File: config.mk
export PLATFORM = sky130hd
export DESIGN_NAME = mac_ofifo_flat
export DESIGN_NICKNAME = d
export VERILOG_FILES = /design/src/rtl/mac_ofifo_if.sv /design/src/rtl/mac_ofifo.sv /design/src/flat_wrapper.sv
export SDC_FILE = /design/constraint.sdc
export NUM_CORES = 2
export LEC_CHECK = 0
export BUFFER_PORTS_ARGS = -buffer_cell sky130_fd_sc_hd__buf_2
export CORE_ASPECT_RATIO = 1.75
export CORE_MARGIN = 2
export CORE_UTILIZATION = 40
export DETAILED_ROUTE_END_ITERATION = 8
export HOLD_SLACK_MARGIN = 0.03
export REMOVE_ABC_BUFFERS = 1
export SETUP_SLACK_MARGIN = 0.05
export SLEW_MARGIN = 20
export SYNTH_ARGS = -nofsm -noshare
export SYNTH_HDL_FRONTEND = slang
export SYNTH_SLANG_ARGS = --single-unit
File: constraint.sdc
create_clock -name clk -period 4 [get_ports clk]
set_input_delay 0.6 -clock clk [delete_from_list [all_inputs] [get_ports clk]]
set_output_delay 0.6 -clock clk [all_outputs]
set_load 0.1 [all_outputs]
File: src/rtl/mac_ofifo_if.sv
// Bus between the MAC array / downstream stage and the output FIFO.
//   in       : per-column psums from the array (column c in bits [psum_bw*(c+1)-1 : psum_bw*c])
//   wr       : per-column write strobes
//   rd       : read request from the accumulator/SFU
//   out      : registered aligned row
//   o_valid  : every column holds at least one entry
//   o_full   : some column holds depth entries
//   o_ready  : ~o_full
//   overflow : sticky dropped-write flag
interface mac_ofifo_if #(
    parameter int unsigned col     = 4,
    parameter int unsigned psum_bw = 16
);
    logic [psum_bw*col-1:0] in;
    logic [col-1:0]         wr;
    logic                   rd;
    logic [psum_bw*col-1:0] out;
    logic                   o_valid;
    logic                   o_full;
    logic                   o_ready;
    logic                   overflow;

    // Upstream/downstream side: drives data, strobes and read request.
    modport master (
        output in, wr, rd,
        input  out, o_valid, o_full, o_ready, overflow
    );

    // FIFO side.
    modport slave (
        input  in, wr, rd,
        output out, o_valid, o_full, o_ready, overflow
    );
endinterface

File: src/rtl/mac_ofifo.sv
// Output-collection buffer below the MAC array. One FIFO per column absorbs
// the skewed psum arrival; a full aligned row is released on a read.
//   clk   : single clock, rising edge
//   reset : synchronous, active-low
//   bus   : mac_ofifo_if slave (in/wr/rd in, out/o_valid/o_full/o_ready/overflow out)
module mac_ofifo #(
    parameter int unsigned col     = 4,
    parameter int unsigned psum_bw = 16,
    parameter int unsigned depth   = 64
) (
    input  logic         clk,
    input  logic         reset,
    mac_ofifo_if.slave   bus
);
    localparam int unsigned aw = $clog2(depth);
    localparam int unsigned cw = aw + 1;
    localparam int unsigned rw = psum_bw * col;

    logic [col-1:0] full_col;
    logic [col-1:0] nonempty_col;
    logic [col-1:0] wr_ok;
    logic [rw-1:0]  head_row;
    logic [rw-1:0]  out_q;
    logic           overflow_q;
    logic           valid_c;
    logic           full_c;
    logic           pop_c;
    logic           drop_c;

    // Status decodes depend only on the registered counts.
    assign valid_c = &nonempty_col;
    assign full_c  = |full_col;
    assign pop_c   = bus.rd & valid_c;

    // A full column still accepts a write when the row pop frees a slot this cycle.
    assign wr_ok  = bus.wr & (~full_col | {col{pop_c}});
    assign drop_c = (|(bus.wr & full_col)) & ~pop_c;

    genvar c;
    generate
        for (c = 0; c < col; c++) begin : g_col
            logic [psum_bw-1:0] mem [depth];
            logic [aw-1:0]      wr_ptr;
            logic [aw-1:0]      rd_ptr;
            logic [cw-1:0]      count;

            assign full_col[c]     = (count == cw'(depth));
            assign nonempty_col[c] = (count != '0);
            assign head_row[c*psum_bw +: psum_bw] = mem[rd_ptr];

            // Storage is not reset; stale contents are unreachable once pointers clear.
            always_ff @(posedge clk) begin
                if (reset && wr_ok[c]) begin
                    mem[wr_ptr] <= bus.in[c*psum_bw +: psum_bw];
                end
            end

            // Pointers and occupancy.
            always_ff @(posedge clk) begin
                if (!reset) begin
                    wr_ptr <= '0;
                    rd_ptr <= '0;
                    count  <= '0;
                end else begin
                    if (wr_ok[c]) begin
                        wr_ptr <= wr_ptr + aw'(1);
                    end
                    if (pop_c) begin
                        rd_ptr <= rd_ptr + aw'(1);
                    end
                    case ({wr_ok[c], pop_c})
                        2'b10:   count <= count + cw'(1);
                        2'b01:   count <= count - cw'(1);
                        default: count <= count;
                    endcase
                end
            end
        end
    endgenerate

    // Registered row output and sticky overflow.
    always_ff @(posedge clk) begin
        if (!reset) begin
            out_q      <= '0;
            overflow_q <= 1'b0;
        end else begin
            if (pop_c) begin
                out_q <= head_row;
            end
            if (drop_c) begin
                overflow_q <= 1'b1;
            end
        end
    end

    assign bus.out      = out_q;
    assign bus.overflow = overflow_q;
    assign bus.o_valid  = valid_c;
    assign bus.o_full   = full_c;
    assign bus.o_ready  = ~full_c;
endmodule

File: src/flat_wrapper.sv
// flat-port wrapper written by rule: the top's interface ports become plain ports
module mac_ofifo_flat 
#(
    parameter int unsigned col     = 4,
    parameter int unsigned psum_bw = 16,
    parameter int unsigned depth   = 64
)
  (clk, reset, bus_in, bus_wr, bus_rd, bus_out, bus_o_valid, bus_o_full, bus_o_ready, bus_overflow);
  mac_ofifo_if #(.col(col), .psum_bw(psum_bw)) bus_i ();
  input  logic clk;
  input  logic reset;
  input wire logic [$bits(bus_i.in)-1:0] bus_in;
  input wire logic [$bits(bus_i.wr)-1:0] bus_wr;
  input wire logic [$bits(bus_i.rd)-1:0] bus_rd;
  output wire logic [$bits(bus_i.out)-1:0] bus_out;
  output wire logic [$bits(bus_i.o_valid)-1:0] bus_o_valid;
  output wire logic [$bits(bus_i.o_full)-1:0] bus_o_full;
  output wire logic [$bits(bus_i.o_ready)-1:0] bus_o_ready;
  output wire logic [$bits(bus_i.overflow)-1:0] bus_overflow;
  assign bus_i.in = bus_in;
  assign bus_i.wr = bus_wr;
  assign bus_i.rd = bus_rd;
  assign bus_out = bus_i.out;
  assign bus_o_valid = bus_i.o_valid;
  assign bus_o_full = bus_i.o_full;
  assign bus_o_ready = bus_i.o_ready;
  assign bus_overflow = bus_i.overflow;
  mac_ofifo #(.col(col), .psum_bw(psum_bw), .depth(depth)) u_core (.clk(clk), .reset(reset), .bus(bus_i));
endmodule
==> results.sh <==
export IMPL_status="finished clean"
export IMPL_die_w_um=488
export IMPL_slew_headroom_pct=17.2
export IMPL_synth_edff_count=4096
export IMPL_cts_num_sinks=4237
export IMPL_routed_wl_mm=433
export IMPL_root_buffer="clkbuf_16"
export IMPL_core_area_sq_mm=0.409
export IMPL_dp_hpwl_mm=277
export IMPL_cp_cell_sequence="buf_12 -> mux4_2 -> a22o_1 -> a2111oi_0 -> a211oi_1 -> a31oi_1 -> a21oi_1"
export IMPL_yosysTopAreaCellShare_pct=74.9
export IMPL_setup_viol=0
export IMPL_synth_area_sq_mm=0.164
export IMPL_arrival_ps=4680
export IMPL_die_h_um=851
export IMPL_cts_buffers=384
export IMPL_slowest_stage="dfxtp_4"
export IMPL_wl_per_cell_um=29.5
export IMPL_drc=0
export IMPL_avgSynthCellArea_sq_um=20.0
export IMPL_yosys_area_top_type="edfxtp_1"
export IMPL_drv_cap=0
export IMPL_skew_ps=55.9
export IMPL_critPathKind="reg -> reg"
export IMPL_whs_ps=195
export IMPL_gr_total_overflow=0
export IMPL_dr_pass1_iters=8
export IMPL_vias_per_cell=5.70
export IMPL_clock_path_buffers=4
export IMPL_cts_max_level=5
export IMPL_placementRows=311
export IMPL_portBuffers=138
export IMPL_syn_instance_count=8215
export IMPL_worstSetupStartpointType="flip-flop"
export IMPL_yosysSeqAreaShare_pct=76.7
export IMPL_r2r_slack_ps=110
export IMPL_clock_latency_ps=940
export IMPL_die_area_sq_mm=0.416
export IMPL_min_period_over_period_pct=97.3
export IMPL_cp_max_fo=47
export IMPL_path_clk_slew_ps=60
export IMPL_initial_core_util_pct=40.1
export IMPL_grt_usage_pct=20.5
export IMPL_ys_warn_count=0
export IMPL_num_vias=83800
export IMPL_grt_pass1_wl_mm=620
export IMPL_synthFlopType="edfxtp_1"
export IMPL_cp_data_required_time_ps=4790
export IMPL_rsz0062_at_grt="yes"
export IMPL_ir_worst_vdd_mv=0.311
export IMPL_worst_setup_path_end_kind="flip-flop"
export IMPL_grt_max_degree=98
export IMPL_synth_seq_cells=4237
export IMPL_maxClockFrequency_ghz=0.257
export IMPL_fin_nets=9000
export IMPL_area_growth_pct=14.0
export IMPL_drv_slew=0
export IMPL_hold_viol_final=0
export IMPL_max_stage_delay_ps=940
export IMPL_setup_tns_ps=0
export IMPL_worst_pin_slew_ps=1240
export IMPL_n_fill_cell=34500
export IMPL_leakage_nw=57.1
export IMPL_period_minus_slack_ps=3890
export IMPL_grt_pass1_vias=86200
export IMPL_synthArstFlopShare_pct=0
export IMPL_synth_cell_types=74
export IMPL_drive_gt1_share_pct=24.8
export IMPL_place_congestion=0.885
export IMPL_drt_iter0_markers=8602
export IMPL_grt_antenna_before_repair=14
export IMPL_cts_tree="built"
export IMPL_min_path_type="in -> reg"
export IMPL_synth_area_top_cells="edfxtp_1, mux4_2, mux2i_1"
export IMPL_ant_nets=0
export IMPL_io_pins=139
export IMPL_power_density_mw_per_mm2=475
[cells by family (layout without fill, tap and decap cells)]
group,Yosys count,after routing,share of synthesized area [%]
flip-flops,4237,4237,76.7
multiplexers,1391,1391,13.9
AO/OA/AOI/OAI,1218,1218,5.19
AND/OR/NAND/NOR,772,772,2.23
buffers and inverters,535,1540,1.65
adder cells (fa/ha/maj),32,32,0.262
XOR/XNOR,30,30,0.160
other,0,3,0
[layer usage]
metal  track usage, %  up-vias  wire [um]
met3             2.40      749      22600
met4             9.23        4      21400
li1                 -    35500          -
met5                0        -         18
met1             24.2    44600     158000
met2             37.2     2943     232000
[registers in the layout, summed over array words and instances (netlist names)]
name,cells
u_core.bus.out,64
u_core.g_col.wr_ptr,24
u_core.g_col.rd_ptr,24
u_core.g_col.mem,4096
u_core.bus.overflow,1
u_core.g_col.count,28
[cell type report]
class	instances	area (sq um)	area share [%]
Sequential cell	4237	126000	67.2
Antenna cell	3	7.51	0.00401
Inverter	32	120	0.0642
Timing Repair Buffer	799	6230	3.33
Clock inverter	233	2080	1.11
Tap cell	5477	6850	3.66
Multi-Input combinational cell	3443	35800	19.1
Clock buffer	476	10200	5.46
[report_power, final]
group	internal [W]	switching, W
logic	0.00113	0.00243
registers	0.0487	0.000141
clock network	0.0202	0.0162
[worst max-delay path: cells and delay by family, from the launching register on]
| kind | cells | cell delay, ps |
|---|---|---|
| AO/OA/AOI/OAI | 5 | 1840 |
| buffers and inverters | 1 | 360 |
| flip-flops | 1 | 940 |
| multiplexers | 1 | 370 |
[placed cells by master (no fill, tap or decap), types with 31 or more instances in the layout]
master,count
a211o_1,67
buf_4,633
nor2b_1,66
a2111oi_0,31
clkbuf_16,393
o21ai_0,168
nor3_1,39
mux2i_1,528
nand4_1,40
nand2_1,87
buf_2,121
clkinv_2,66
a22oi_1,108
bufinv_16,31
mux4_2,685
a22o_1,80
o21ai_1,42
dfxtp_1,121
a211oi_1,78
mux2_2,174
clkbuf_1,76
clkinv_1,87
nor2_1,351
o221ai_1,113
a21oi_1,153
o22ai_1,156
a31oi_1,62
nand3_1,56
buf_12,42
edfxtp_1,4096
[worst paths after layout]
check | startpoint | end | cells past startpoint
max | u_core.g_col[3].rd_ptr[2]$_SDFFE_PN0N_ | u_core.bus.out[53]$_SDFFE_PN0N_ | 7
min | bus_in[57] | u_core.g_col[3].mem[25][9]$_DFFE_PP_ | 1
max reg2reg | u_core.g_col[3].rd_ptr[2]$_SDFFE_PN0N_ | u_core.bus.out[53]$_SDFFE_PN0N_ | 7
min reg2reg | u_core.g_col[1].count[5]$_SDFFE_PN0P_ | u_core.g_col[1].count[5]$_SDFFE_PN0P_ | 2
[cell usage after synthesis, types with 26 or more instances]
library cell,instances
buf_6,39
a211o_1,67
nor2_1,358
dfxtp_1,141
edfxtp_1,4096
buf_1,37
a31oi_1,62
ha_1,28
nand3_1,59
inv_1,26
mux2_2,174
a22oi_1,108
o31ai_1,30
nand4_1,40
a22o_1,80
nor3_1,43
clkbuf_1,245
o21ai_1,41
a2111oi_0,57
o21ai_0,169
o221ai_1,113
buf_4,53
buf_2,125
a211oi_1,78
a21oi_1,153
mux4_2,685
mux2i_1,528
nand2_1,88
o22ai_1,156
nor2b_1,76
[stage by stage]
stage | total power [W] | setup slack [ps] | util, % | instances | cell area (sq um)
final | 0.0889 | 110 | 45.7 | 14700 | 187000
after global routing | 0.0913 | 17.6 | 45.7 | 14700 | 187000
after CTS | 0.0896 | 65.2 | 45.7 | 14700 | 187000
after detailed placement | 0.0534 | 152 | 42.7 | 14000 | 175000
after global placement | 0.0534 | -80.0 | 42.7 | 14000 | 175000
after floorplan | 0.0522 | -8630 | - | 7712 | 162000
[repair_timing]
| item | 4_1_cts | 5_1_grt |
|---|---|---|
| gates resized for setup | 0 | 1 |
| hold buffers | 3 | 0 |
| buffers inserted | 0 | 1 |
| setup endpoints to repair | 1 | 2 |
| endpoints found under the hold margin | 12 | 0 |
| pin swaps | 1 | 1 |
Note: power is estimated with default switching activity, not from simulation.
